$ cat config.mk
export PLATFORM = sky130hd
export DESIGN_NAME = gohome_alarm
export DESIGN_NICKNAME = d
export VERILOG_FILES = /design/src/rtl/gohome_alarm_pkg.sv /design/src/rtl/gohome_alarm_time_add_min.sv /design/src/rtl/gohome_alarm.sv
export SDC_FILE = /design/constraint.sdc
export NUM_CORES = 1
export LEC_CHECK = 0
export ABC_AREA = 1
export BUFFER_PORTS_ARGS = -buffer_cell sky130_fd_sc_hd__buf_2
export CORE_ASPECT_RATIO = 1.4
export CORE_MARGIN = 2
export CORE_UTILIZATION = 40
export DETAILED_ROUTE_END_ITERATION = 10
export GPL_ROUTABILITY_DRIVEN = 0
export SETUP_SLACK_MARGIN = 0.1
export SYNTH_ARGS = -nofsm -noshare
export SYNTH_HDL_FRONTEND = slang
export SYNTH_SLANG_ARGS = --single-unit
export TNS_END_PERCENT = 50
$ cat constraint.sdc
create_clock -name clock_i -period 3.4 [get_ports clock_i]
set_clock_uncertainty 0.15 [all_clocks]
set_input_delay 0.17 -clock clock_i [delete_from_list [all_inputs] [get_ports clock_i]]
set_output_delay 0.17 -clock clock_i [all_outputs]
set_load 0.1 [all_outputs]
$ cat src/rtl/gohome_alarm_pkg.sv
// Shared types and constants for the go-home alarm and related time stages.
package gohome_alarm_pkg;

   localparam int ORA_W   = 5;
   localparam int MINUT_W = 6;

   localparam logic [ORA_W-1:0]   MAX_ORA   = 5'd23;
   localparam logic [MINUT_W-1:0] MAX_MINUT = 6'd59;

   typedef enum logic [1:0] {
      ST_IDLE    = 2'd0,
      ST_ARMED   = 2'd1,
      ST_RINGING = 2'd2,
      ST_SNOOZE  = 2'd3
   } state_e;

   // True when hour/minute form a legal time of day.
   function automatic logic time_valid(input logic [ORA_W-1:0]   ora,
                                       input logic [MINUT_W-1:0] minut);
      return (ora <= MAX_ORA) && (minut <= MAX_MINUT);
   endfunction

endpackage

$ cat src/rtl/gohome_alarm_time_add_min.sv
// Adds a minute delta (0..59) to a time of day, wrapping minutes into the
// hour and the hour past 23 back to 0.
module time_add_min
   import gohome_alarm_pkg::*;
(
   input  logic [ORA_W-1:0]   ora_i,
   input  logic [MINUT_W-1:0] minut_i,
   input  logic [MINUT_W-1:0] delta_i,
   output logic [ORA_W-1:0]   ora_o,
   output logic [MINUT_W-1:0] minut_o
);

   localparam logic [MINUT_W:0] MIN_PER_HOUR = 7'd60;

   logic [MINUT_W:0] sum;
   logic [MINUT_W:0] sum_wrap;

   // Single carry is enough because delta never exceeds one hour.
   always_comb begin
      sum      = {1'b0, minut_i} + {1'b0, delta_i};
      sum_wrap = sum - MIN_PER_HOUR;
      minut_o  = sum[MINUT_W-1:0];
      ora_o    = ora_i;
      if (sum >= MIN_PER_HOUR) begin
         minut_o = sum_wrap[MINUT_W-1:0];
         ora_o   = (ora_i >= MAX_ORA) ? '0 : ora_i + 1'b1;
      end
   end

endmodule

$ cat src/rtl/gohome_alarm.sv
// Go-home alarm: watches the running time of day and rings when the stored
// target minute begins; supports snooze, acknowledge and auto-silence.
module gohome_alarm
   import gohome_alarm_pkg::*;
#(
   parameter int SNOOZE_MIN       = 5,
   parameter int RING_TIMEOUT_MIN = 10
) (
   input  logic               clock_i,
   input  logic               reset_i,
   input  logic [ORA_W-1:0]   ora_curenta_i,
   input  logic [MINUT_W-1:0] minut_curent_i,
   input  logic               enable_i,
   input  logic               set_alarm_i,
   input  logic [ORA_W-1:0]   alarm_ore_i,
   input  logic [MINUT_W-1:0] alarm_minute_i,
   input  logic               snooze_i,
   input  logic               ack_i,
   output logic               alarm_on_o,
   output logic               armed_o,
   output logic               snoozed_o,
   output logic               set_err_o,
   output logic [ORA_W-1:0]   target_ore_o,
   output logic [MINUT_W-1:0] target_minute_o
);

   localparam logic [MINUT_W-1:0] SNOOZE_DELTA = MINUT_W'(SNOOZE_MIN);
   localparam logic [MINUT_W:0]   RING_LAST    = (MINUT_W+1)'(RING_TIMEOUT_MIN - 1);

   state_e               state_q, state_d;
   logic [ORA_W-1:0]     tgt_ore_q, tgt_ore_d;
   logic [MINUT_W-1:0]   tgt_min_q, tgt_min_d;
   logic [ORA_W-1:0]     snz_ore_q, snz_ore_d;
   logic [MINUT_W-1:0]   snz_min_q, snz_min_d;
   logic [MINUT_W-1:0]   ring_cnt_q, ring_cnt_d;
   logic [MINUT_W-1:0]   prev_min_q;
   logic                 set_err_d;
   logic                 alarm_on_q, armed_q, snoozed_q, set_err_q;

   logic                 tick, match_t, match_s;
   logic                 set_ok, set_bad;
   logic [MINUT_W:0]     cnt_inc;
   logic [ORA_W-1:0]     snz_ore_nx;
   logic [MINUT_W-1:0]   snz_min_nx;

   time_add_min u_snooze_add (
      .ora_i   (ora_curenta_i),
      .minut_i (minut_curent_i),
      .delta_i (SNOOZE_DELTA),
      .ora_o   (snz_ore_nx),
      .minut_o (snz_min_nx)
   );

   // Previous minute tracks the counter unconditionally so the first cycle
   // after reset does not see a spurious tick.
   always_ff @(posedge clock_i) begin
      prev_min_q <= minut_curent_i;
   end

   assign tick    = (minut_curent_i != prev_min_q);
   assign match_t = tick && (ora_curenta_i == tgt_ore_q) && (minut_curent_i == tgt_min_q);
   assign match_s = tick && (ora_curenta_i == snz_ore_q) && (minut_curent_i == snz_min_q);
   assign set_bad = set_alarm_i && !time_valid(alarm_ore_i, alarm_minute_i);
   assign set_ok  = set_alarm_i && !set_bad;
   assign cnt_inc = {1'b0, ring_cnt_q} + 1'b1;

   // Next-state logic in priority order: enable, set, ack, snooze, normal.
   always_comb begin
      state_d    = state_q;
      tgt_ore_d  = tgt_ore_q;
      tgt_min_d  = tgt_min_q;
      snz_ore_d  = snz_ore_q;
      snz_min_d  = snz_min_q;
      ring_cnt_d = ring_cnt_q;
      set_err_d  = set_bad;

      if (set_ok) begin
         tgt_ore_d = alarm_ore_i;
         tgt_min_d = alarm_minute_i;
      end

      if (!enable_i) begin
         state_d = ST_IDLE;
      end else if (set_ok) begin
         state_d = ST_ARMED;
      end else if (set_bad) begin
         // rejected load: hold state, nothing else happens this cycle
         state_d = state_q;
      end else if (ack_i && (state_q == ST_RINGING || state_q == ST_SNOOZE)) begin
         state_d    = ST_ARMED;
         ring_cnt_d = '0;
      end else if (snooze_i && state_q == ST_RINGING) begin
         state_d   = ST_SNOOZE;
         snz_ore_d = snz_ore_nx;
         snz_min_d = snz_min_nx;
      end else begin
         case (state_q)
            ST_ARMED: begin
               if (match_t) begin
                  state_d    = ST_RINGING;
                  ring_cnt_d = '0;
               end
            end
            ST_SNOOZE: begin
               if (match_s) begin
                  state_d    = ST_RINGING;
                  ring_cnt_d = '0;
               end
            end
            ST_RINGING: begin
               if (tick) begin
                  ring_cnt_d = cnt_inc[MINUT_W-1:0];
                  if (cnt_inc >= RING_LAST) state_d = ST_ARMED;
               end
            end
            default: state_d = state_q;
         endcase
      end
   end

   // State, targets, counter and registered outputs.
   always_ff @(posedge clock_i) begin
      if (reset_i) begin
         state_q    <= ST_IDLE;
         tgt_ore_q  <= '0;
         tgt_min_q  <= '0;
         snz_ore_q  <= '0;
         snz_min_q  <= '0;
         ring_cnt_q <= '0;
         alarm_on_q <= 1'b0;
         armed_q    <= 1'b0;
         snoozed_q  <= 1'b0;
         set_err_q  <= 1'b0;
      end else begin
         state_q    <= state_d;
         tgt_ore_q  <= tgt_ore_d;
         tgt_min_q  <= tgt_min_d;
         snz_ore_q  <= snz_ore_d;
         snz_min_q  <= snz_min_d;
         ring_cnt_q <= ring_cnt_d;
         alarm_on_q <= (state_d == ST_RINGING);
         armed_q    <= (state_d != ST_IDLE);
         snoozed_q  <= (state_d == ST_SNOOZE);
         set_err_q  <= set_err_d;
      end
   end

   assign alarm_on_o      = alarm_on_q;
   assign armed_o         = armed_q;
   assign snoozed_o       = snoozed_q;
   assign set_err_o       = set_err_q;
   assign target_ore_o    = tgt_ore_q;
   assign target_minute_o = tgt_min_q;

endmodule

Word-level counts from Yosys, hierarchy flattened:

Index checks and enable logic that the tools add are counted.

* output and inout bits: 15
* word-level logic and storage cells: 72
* flip-flop bits (word level): 40

* $lt $le $gt $ge: 5
* equal/unequal tests: 14
* bitwise logic cells: 3
* reductions and logical operators: 16
* add/sub/neg operators: 4
* mux-type cells: 19

Operator list (number)
* 6-bit two-way mux: 6
* 2-bit two-way mux: 9
* 6-bit case mux with 3 select lines: 1
* 6-bit equality test: 2
* 5-bit equality test: 2
* 5-bit two-way mux: 2
* 1-bit logical AND: 9
* 2-bit equality test, second input constant: 4
* 8-bit AND reduction: 1
* 6-bit by 1-bit adder with 7-bit output, second input constant: 1
* 6-bit by 3-bit adder with 7-bit output, second input constant: 1
* 7-bit by 4-bit greater-or-equal comparator with 1-bit output, second input constant: 1
* 7-bit by 6-bit greater-or-equal comparator with 1-bit output, second input constant: 1
* 6-bit less-or-equal comparator, second input constant: 1
* 3-bit by 2-bit != test with 1-bit output, second input constant: 2
* 6-bit != test: 1
* 2-bit case mux with 3 select lines: 1
* 6-bit subtractor, second input constant: 1
* 5-bit by 1-bit adder with 5-bit output, second input constant: 1
* 5-bit greater-or-equal comparator, second input constant: 1
* 5-bit less-or-equal comparator, second input constant: 1
* 5-bit AND reduction: 1
* 4-bit nonzero test: 1
* 3-bit != test, second input constant: 1
* 6 further kinds: 9

Logic depth before layout (Yosys ltp):

* depth in word-level cells: 11
* depth in mapped cells: 15

Modules after synthesis:

A second synthesis with hierarchy kept.

* cell total of the unflattened synthesis: 423
* area total of the unflattened synthesis: 2672.6 um^2

By module, submodules not included
* gohome_alarm: seq. area each 800.8 um^2, cells an instance 323, area an instance 2054.5 um^2, instances 1
* time_add_min: seq. area each 0.0 um^2, cells an instance 100, area an instance 618.1 um^2, instances 1

Least setup slack after synthesis:

OpenSTA, ideal clock, no wires.

* kind: reg2reg
* start point: register tgt_min_q[1] (netlist: target_minute_o[1])
* end point: register ring_cnt_q[5]
* setup time: 113 ps
* stages on the path, launching flop included: 14
* arrival: 2008 ps
* path buffers: 0
* path slack: 1129 ps
* cells stage by stage: dfxtp_1 -> inv_1 -> nand2_1 -> nand2_1 -> nor2_1 -> nand2_1 -> nor2_1 -> nand3_1 -> nand2_2 -> nand2_2 -> nor2_8 -> nand2_2 -> nor2_1 -> nor2_1

* word-level cells in the longest chain between the ends: 4

Ends and longest elaborated chain
* from (decl): line gohome_alarm.sv:32 `logic [MINUT_W-1:0] tgt_min_q, tgt_min_d;`
* from (signal assigned): line gohome_alarm.sv:137 `tgt_min_q <= tgt_min_d;`
* 6-bit equality test: line gohome_alarm.sv:61 `assign match_t = tick && (ora_curenta_i == tgt_ore_q) && (minut_curent_i == tgt_min_q);`
* 1-bit logical AND: line gohome_alarm.sv:61
* 3-bit != test (no source line)
* 8-bit AND reduction (no source line)
* to (signal assigned): line gohome_alarm.sv:140 `ring_cnt_q <= ring_cnt_d;`
* to (decl): line gohome_alarm.sv:35 `logic [MINUT_W-1:0] ring_cnt_q, ring_cnt_d;`

No other way between the ends.
A chain may end at the register's enable or synchronous reset.

Worst setup path after layout:

* start point: input port minut_curent_i[0]
* end point: register snz_min_q[2]

* word-level cells in the longest chain between the ends: 3

Ends and longest elaborated chain
* from (decl): line gohome_alarm.sv:12 `input logic [MINUT_W-1:0] minut_curent_i,`
* 6-bit by 3-bit adder with 7-bit output *: line gohome_alarm_time_add_min.sv:20 `sum = {1'b0, minut_i} + {1'b0, delta_i};`
* 6-bit subtractor or 7-bit by 6-bit greater-or-equal comparator with 1-bit output (tied branches): line gohome_alarm_time_add_min.sv:21, gohome_alarm_time_add_min.sv:24
* 6-bit two-way mux *: line gohome_alarm_time_add_min.sv:24 `if (sum >= MIN_PER_HOUR) begin`
* to (signal assigned): line gohome_alarm.sv:139 `snz_min_q <= snz_min_d;`
* to (decl): line gohome_alarm.sv:34 `logic [MINUT_W-1:0] snz_min_q, snz_min_d;`

Every way passes the cells marked *; elsewhere a longest branch is shown, timed or not.

==> results.sh <==
export IMPL_status="finished clean"
export IMPL_synth_xor_xnor_area_share=0.0629
export IMPL_synth_edf_count=0
export IMPL_die_y_um=96.9
export IMPL_layoutNonFillerInstCount=499
export IMPL_hp_class="in -> reg"
export IMPL_clk_pin_slew_ns=0.08
export IMPL_slew_violations=0
export IMPL_cts_repair_resized=0
export IMPL_antenna_found_initial=0
export IMPL_route_vias_total=2427
export IMPL_rsz0062_at_grt="no"
export IMPL_viasPerCell=4.86
export IMPL_power_density_nw_per_um2=408
export IMPL_yosys_warnings=0
export IMPL_grt_first_pass_wirelength_mm=10.3
export IMPL_worstPathRequired_ns=3.45
export IMPL_slew_limit_headroom=0.585
export IMPL_synth_fa_ha_area_frac=0.0254
export IMPL_p_leak_nw=1.48
export IMPL_critical_path_class="in -> reg"
export IMPL_layout_drive_gt1_share=0.184
export IMPL_worst_slew_pin_slew_ns=0.622
export IMPL_clock_fmax_mhz=418
export IMPL_setup_tns_ns=0
export IMPL_wl_per_cell_um=11.7
export IMPL_core_area_sq_um=5900
export IMPL_die_area_sq_um=6820
export IMPL_drtAntennaViolNets=0
export IMPL_start_util=0.417
export IMPL_numPortBuffers=42
export IMPL_period_minus_slack_ns=2.39
export IMPL_startpoint_type="input port"
export IMPL_crit_arrival_ns=2.44
export IMPL_dp_hpwl_mm=4.44
export IMPL_synth_ff_type="dfxtp_1"
export IMPL_critPathCaptureType="flop"
export IMPL_yosysSeqAreaShare=0.325
export IMPL_synthesis_area_per_instance_sq_um=6.49
export IMPL_grt_pass1_vias=2382
export IMPL_first_iter_violations=48
export IMPL_drc_errors=0
export IMPL_nets=461
export IMPL_r2r_end="alarm_on_o"
export IMPL_synth_compound_area_share=0.105
export IMPL_areaGrowthSynthToFinish_pct=18.4
export IMPL_synth_top_family_by_area="simple AND/OR/NAND/NOR gates"
export IMPL_peakVddDrop_v=0.000250
export IMPL_yosys_area_share_simple=0.379
export IMPL_netlist_cell_type_count=35
export IMPL_cts_tree="yes"
export IMPL_r2r_cells=12
export IMPL_fp_dieW_um=70.3
export IMPL_finalPower_w=0.00119
export IMPL_dr_pass1_iters=5
export IMPL_row_count=33
export IMPL_track_usage=0.185
export IMPL_syn_num_nets=413
export IMPL_min_to="target_minute_o[0]"
export IMPL_gr_total_overflow=0
export IMPL_root_buffer="clkbuf_8"
export IMPL_worstHoldStart="alarm_minute_i[0]"
export IMPL_crit_start="minut_curent_i[0]"
export IMPL_hold_viol_final=0
export IMPL_n_antenna_cell=0
export IMPL_rrSetupSlack_ns=1.32
export IMPL_ys_ff_latch=40
export IMPL_clock_path_buffers=2
export IMPL_muxShareOfSynthArea=0
export IMPL_routed_wl_mm=5.86
export IMPL_fin_ws_ns=1.01
export IMPL_dp_slack_ns=1.27
export IMPL_setup_violations=0
export IMPL_ios=43
export IMPL_final_common_cell="nand2_1"
export IMPL_clkLatencyLatePin_ns=0.30
export IMPL_cap_viol_max_count=0
export IMPL_cp_max_fo=9
export IMPL_hold_depth=3
export IMPL_synthArstFlopShare=0
export IMPL_most_common_layout_cells="nand2_1 (117), inv_1 (47), buf_2 (42), dfxtp_1 (40), nor2_1 (33)"
export IMPL_syn_area_sq_um=2460
export IMPL_htree_levels=2
export IMPL_reg2reg_from="ring_cnt_q[0]"
export IMPL_syn_inst=380
export IMPL_min_period_over_period=0.703
export IMPL_cts_sinks=40
export IMPL_grt_max_degree=22
export IMPL_cts_inserted_buffers=5
export IMPL_place_inst=483
-- critical path, cell delays in order --
cell	delay (ns)
dlygate4sd3_1	0.54
buf_2	0.18
ha_1	0.24
or2_4	0.25
nand2_2	0.09
ha_1	0.19
nand2_1	0.07
a21oi_2	0.17
nand2_4	0.10
nand2_4	0.12
xnor2_1	0.13
nand2_1	0.07
nand2_1	0.07
inv_1	0.03
-- power by group --
part	total, W	internal [W]	leakage [nW]	switching (W)
clock network	0.000432	0.000259	0.0645	0.000173
registers	0.000496	0.000485	0.328	0.0000111
logic	0.000264	0.0000714	1.09	0.000192
-- flip-flops by register name (all words and copies together), names as in the netlist --
register and flops:
snoozed_o 1, target_minute_o 6, snz_min_q 6, snz_ore_q 5, alarm_on_o 1, ring_cnt_q 6
prev_min_q 6, armed_o 1, state_q 2, set_err_o 1, target_ore_o 5
-- worst max path at each step --
stage | to | slack (ns) | cells after the start
after global routing | snz_min_q[2] | 0.80 | 14
after global placement | snz_min_q[2] | 1.29 | 13
after detailed placement | snz_min_q[2] | 1.27 | 13
after CTS | snz_min_q[2] | 1.04 | 14
after floorplan | ring_cnt_q[5] | 1.13 | 13
final | snz_min_q[2] | 1.01 | 14
-- kinds of logic after synthesis --
group | count (synthesis)
simple gates | 207
xor+xnor | 16
compound gates | 49
buf+inv | 63
flops | 40
fa+ha+maj | 5
-- area by class of cell --
| cell class | instances | area, sq um |
|---|---|---|
| tap | 70 | 87.6 |
| multi-input combinational | 277 | 1410 |
| clock inverter | 1 | 30.0 |
| sequential | 40 | 801 |
| clock buffer | 7 | 96.3 |
| inverter | 54 | 203 |
| timing repair buffer | 50 | 290 |
| fill | 635 | 2990 |
-- Yosys cell counts (all sizes together) (2+ instances only) --
cell type,count,area [sq um]
ha,5,62.6
buf,6,40.0
xnor2,7,61.3
o21ai,20,100
clkbuf,3,11.3
dfxtp,40,801
nand2,126,505
nand3,30,155
inv,54,203
nand4,6,37.5
a31oi,3,18.8
nor3,2,21.3
a21oi,25,133
xor2,9,93.8
or2,3,21.3
nor2,38,179
-- what timing repair did --
item | CTS | global route
hold buffers | 8 | 0
endpoints found under the setup margin | 0 | 0
hold endpoints to repair | 8 | 0
buffers inserted | 0 | 0
-- per-layer routing --
metal | up-vias | global-route usage | wire length (um)
li1 | 1281 | - | -
met1 | 1083 | 0.213 | 2510
met2 | 49 | 0.327 | 2960
met3 | 14 | 0.0292 | 223
met4 | 0 | 0.0858 | 170
met5 | - | 0 | 0
-- metrics by stage --
| step | hold slack (ns) | instance area, sq um | utilization |
|---|---|---|---|
| after CTS | 0.00203 | 2920 | 0.494 |
| final | 0.00734 | 2920 | 0.494 |
| after global routing | 0.0231 | 2920 | 0.494 |
| after floorplan | 0.0477 | 2460 | - |
| after detailed placement | 0.235 | 2710 | 0.459 |
| after global placement | 0.230 | 2710 | 0.459 |
No activity file was read; power rests on OpenSTA's default activity.
